### src/rtl/register_file.sv
// Architectural register file with rename tags: 32 entries of {value, busy, tag}.
// Reads are combinational and forward a same-cycle matching commit or a ready ROB lookup.
module register_file #(
    parameter int ROB_BITS = 4
) (
    input  logic                clk,
    input  logic                rst,
    input  logic                rdy,
    input  logic                clear,
    input  logic                commit_en,
    input  logic [4:0]          commit_rd,
    input  logic [31:0]         commit_val,
    input  logic [ROB_BITS-1:0] commit_rob_id,
    input  logic                dep_en,
    input  logic [4:0]          dep_rd,
    input  logic [ROB_BITS-1:0] dep_rob_id,
    input  logic [4:0]          rs1,
    input  logic [4:0]          rs2,
    output logic [ROB_BITS-1:0] q1_rob_id,
    output logic [ROB_BITS-1:0] q2_rob_id,
    input  logic                q1_ready,
    input  logic [31:0]         q1_val,
    input  logic                q2_ready,
    input  logic [31:0]         q2_val,
    output logic                rs1_busy,
    output logic                rs2_busy,
    output logic [31:0]         rs1_val,
    output logic [31:0]         rs2_val,
    output logic [ROB_BITS-1:0] rs1_tag,
    output logic [ROB_BITS-1:0] rs2_tag
);

    logic [31:0][31:0]         r_value;
    logic [31:0]               r_busy;
    logic [31:0][ROB_BITS-1:0] r_tag;

    logic w_commit_ok;
    logic w_dep_ok;

    assign w_commit_ok = commit_en && (commit_rd != 5'd0);
    assign w_dep_ok    = dep_en && (dep_rd != 5'd0);

    // x0 is never written, so its entry stays at the reset value of zero.
    always_ff @(posedge clk or posedge rst) begin
        if (rst) begin
            r_value <= '0;
            r_busy  <= '0;
            r_tag   <= '0;
        end else if (rdy) begin
            if (clear) begin
                r_busy <= '0;
                r_tag  <= '0;
            end else begin
                if (w_commit_ok) begin
                    r_value[commit_rd] <= commit_val;
                    if (r_tag[commit_rd] == commit_rob_id)
                        r_busy[commit_rd] <= 1'b0;
                end
                // Issued after the commit so a same-register rename takes precedence.
                if (w_dep_ok) begin
                    r_busy[dep_rd] <= 1'b1;
                    r_tag[dep_rd]  <= dep_rob_id;
                end
            end
        end
    end

    always_comb begin
        q1_rob_id = r_tag[rs1];
        rs1_tag   = r_tag[rs1];
        rs1_busy  = 1'b0;
        rs1_val   = 32'd0;
        if (!r_busy[rs1]) begin
            rs1_val = r_value[rs1];
        end else if (commit_en && (commit_rd == rs1) && (commit_rob_id == r_tag[rs1])) begin
            rs1_val = commit_val;
        end else if (q1_ready) begin
            rs1_val = q1_val;
        end else begin
            rs1_busy = 1'b1;
        end
    end

    always_comb begin
        q2_rob_id = r_tag[rs2];
        rs2_tag   = r_tag[rs2];
        rs2_busy  = 1'b0;
        rs2_val   = 32'd0;
        if (!r_busy[rs2]) begin
            rs2_val = r_value[rs2];
        end else if (commit_en && (commit_rd == rs2) && (commit_rob_id == r_tag[rs2])) begin
            rs2_val = commit_val;
        end else if (q2_ready) begin
            rs2_val = q2_val;
        end else begin
            rs2_busy = 1'b1;
        end
    end

endmodule
### config.mk
export PLATFORM = sky130hd
export DESIGN_NAME = register_file
export DESIGN_NICKNAME = d
export VERILOG_FILES = /design/src/rtl/register_file.sv
export SDC_FILE = /design/constraint.sdc
export NUM_CORES = 2
export LEC_CHECK = 0
export BUFFER_PORTS_ARGS = -buffer_cell sky130_fd_sc_hd__buf_2
export CAP_MARGIN = 20
export CORE_ASPECT_RATIO = 1.75
export CORE_MARGIN = 1.5
export CORE_UTILIZATION = 35
export DETAILED_ROUTE_END_ITERATION = 10
export PLACE_DENSITY_LB_ADDON = 0.3
export SYNTH_ARGS = -nofsm -noshare
export SYNTH_HDL_FRONTEND = slang
export SYNTH_SLANG_ARGS = --single-unit
export TNS_END_PERCENT = 20
### constraint.sdc
create_clock -name clk -period 81.2 [get_ports clk]
set_input_delay 8.12 -clock clk [delete_from_list [all_inputs] [get_ports clk]]
set_output_delay 8.12 -clock clk [all_outputs]
set_load 0.005 [all_outputs]
==> impl_metrics.py <==
metrics = {
    "grt": {
        "antenna_found_initial": 15,
        "grt_max_degree": 190,
        "gr-total-overflow": 0,
        "track_usage_pct": 23.0,
        "grt_pass1_vias": 45900,
        "grt_pass1_wl_um": 328000,
    },
    "hold_path": {
        "worstHoldPathType": "flip-flop to flip-flop",
    },
    "routing": {
        "wl_per_cell_um": 31.9,
        "detail-route-antenna-nets": 0,
        "firstDrtPassIters": 6,
        "drt_wl_total_um": 224000,
        "drcViolationCount": 0,
        "routed-via-count": 43700,
        "first_iter_violations": 3873,
        "vias_per_cell": 6.24,
    },
    "cts": {
        "cts_buffers": 118,
        "htreeDepth": 3,
        "worstSkewPairLatency_ns": 0.76,
        "ctsHoldBuffers": 0,
        "cts-resized-gates": 0,
        "clockRootBuffer": "clkbuf_16",
        "cts_tree": "built",
        "clock_sinks": 1184,
        "cts.clk_slew.worst_paths_ns": 0.06,
        "cts_buffer_depth": 3,
        "post-cts-setup-buffers": 0,
    },
    "pwr": {
        "power_density_nw_per_um2": 19.8,
        "irDropWorstVdd_v": 0.0000172,
        "p_sw_share_pct": 26.9,
        "p_comb_share_pct": 14.9,
        "total_power_mw": 1.47,
        "seq_power_share_pct": 45.3,
        "switchingPower_mw": 0.395,
        "p_leak_nw": 32.6,
        "clkPwrFrac_pct": 39.8,
        "p_int_mw": 1.07,
    },
    "placement": {
        "hpwl_um": 132000,
        "io_buffers": 213,
        "place_congestion": 0.956,
    },
    "layout": {
        "area_delta_synth_final_pct": 10.5,
        "drive_above_1_share_pct": 50.0,
        "fin_util_pct": 38.9,
        "nets": 4574,
    },
    "worst_setup_path": {
        "arrival_ns": 13.48,
        "crit_required_ns": 73.08,
        "cpMostUsedCell": "buf_4",
        "max_stage_delay_ns": 0.83,
        "crit_path_cell_trace": "buf_8, buf_4, buf_4, mux4_2, nor2_1, o21ai_0, a221oi_2, xor2_4, buf_4, a41o_1, a2bb2oi_1, buf_2",
        "cp_max_fo": 68,
        "critical_path_class": "input port to output port",
        "worstSetupEndpointType": "output port",
        "setup.worst_path.start_class": "input port",
        "critPathSlowestCell": "buf_4",
    },
    "sta": {
        "relSlewSlack_pct": 22.0,
        "maxSlewViolCount": 0,
        "final.period_utilization_pct": 26.6,
        "hold_viol": 0,
        "period_minus_slack_ns": 21.60,
        "setup_tns_ns": 0,
        "tightest_slew_ns": 1.16,
        "rsz0062_at_grt": "no",
        "hold_ws_ns": 0.396,
        "setup_viol": 0,
        "fin_skew_ns": 0.0116,
        "clock.fmax_mhz": 46.3,
    },
    "die": {
        "die_w_um": 334,
        "die-height_um": 582,
        "start_util_pct": 35.2,
        "die_area_um2": 194000,
        "io_pins": 214,
        "core_um2": 190000,
        "rows": 212,
    },
    "synthesis": {
        "synth_cells": 4575,
        "synthFlopType": "dfrtp_1",
        "synth-seq-area-share_pct": 44.2,
        "synth-edff-count": 0,
        "synth.most_common_cell": "dfrtp_1",
        "syn_area_um2": 67000,
        "syn-num-nets": 4707,
        "ys_seq_elements": 1184,
        "synth_top_area_share_pct": 44.2,
        "synth_warnings": 0,
        "async_flop_share_pct": 100,
        "yosys.area.top_type": "dfrtp_1",
        "yosys-top-cells-area": "dfrtp_1, mux4_2, mux2_2, mux2i_1, clkbuf_1",
        "synth_cell_types": 57,
        "synth_common_cells": "dfrtp_1, mux2_2, mux4_2",
        "synth.avg_cell_area_um2": 14.7,
    },
    "outcome": {
        "status": "finished clean",
    },
    "run": {
        "drv_cap": 0,
    },
}
-- worst max-delay path, delay by kind of cell --
kind                      cells  cell delay [ns]
xor gates and xnor gates      1             0.16
and+or+nand+nor               1             0.09
muxes                         1             0.59
buffers and inverters         5             2.95
AOI/OAI and AO/OA             4             1.30
-- area by class of cell --
cell class	count	area [µm²]
diodes	8	20.0
clock buffers	163	3390
clock inverters	56	667
fillers	17800	116000
inverters	26	108
multi-input cells	2817	35400
flip-flops and latches	1184	29600
well taps	2461	3080
repair buffers	295	1810
-- placed cells by master (no fill, tap or decap), types with 8 or more instances in the layout --
master     instances
nor2b_1           19
clkinv_2          31
dfrtp_1         1184
a41oi_1           64
mux2i_1          145
o21ai_0          114
buf_4             77
buf_2            205
nand2b_1          10
clkbuf_16        119
xnor2_1           11
a22o_1            67
inv_1             23
nor2_4            22
bufinv_16         13
nand4_1           18
a21oi_1            8
a41o_1            64
a2bb2oi_1         64
clkbuf_8          25
nand3_1           22
nand2_1          157
o211ai_1          34
clkbuf_1          19
nand2_4           11
a22oi_1           37
mux2_2           994
nor2_1            67
o22ai_1           13
diode_2            8
and2_1            76
mux4_2           719
-- power by group through the flow --
stage | clock network (mW) | logic (mW) | registers, mW
6_report | 0.583 | 0.219 | 0.664
5_1_grt | 0.617 | 0.233 | 0.670
4_1_cts | 0.594 | 0.220 | 0.663
3_5_place_dp | 0 | 0.219 | 0.674
3_3_place_gp | 0 | 0.216 | 0.671
2_1_floorplan | 0 | 0.160 | 0.665
-- metal layers --
layer  share of wire, %  wire [µm]  GRT usage, %
met4                4.5      10200          10.1
met3                6.4      14400          3.71
met2                 49     110000          38.4
met5             0.0085         19             0
met1                 40      88800          29.5
-- registers in the layout (all words and copies together), names as in the netlist --
register and count:
r_tag 128, r_value 1024, r_busy 32
-- path summary, 6_finish.rpt --
kind                              from            to  slack, ns  cells past startpoint
max in group asynchronous          rst  r_value[600]      69.41                      6
max reg2reg                   r_tag[3]    r_busy[30]      78.16                      8
max                             rs1[0]   rs1_val[20]      59.60                     12
min reg2reg                r_value[28]   r_value[28]       0.40                      0
min in group asynchronous          rst  r_value[432]       7.53                      2
min                        r_value[28]   r_value[28]       0.40                      0
-- cells by family after synthesis --
logic type / synth area share, %
multiplexers: 43.0
flip-flops: 44.2
buffers and inverters: 3.60
AO/OA/AOI/OAI: 5.62
AND/OR/NAND/NOR: 3.28
XOR/XNOR: 0.274
-- through the flow --
step                setup WS (ns)  instance area [µm²]  cells
CTS                         59.63                74100   7002
finish                      59.60                74100   7010
global route                59.24                74100   7005
global placement            59.69                70000   6782
detailed placement          59.63                70000   6783
floorplan                   39.73                67000   4575
Note: power is estimated with default switching activity, not from simulation.
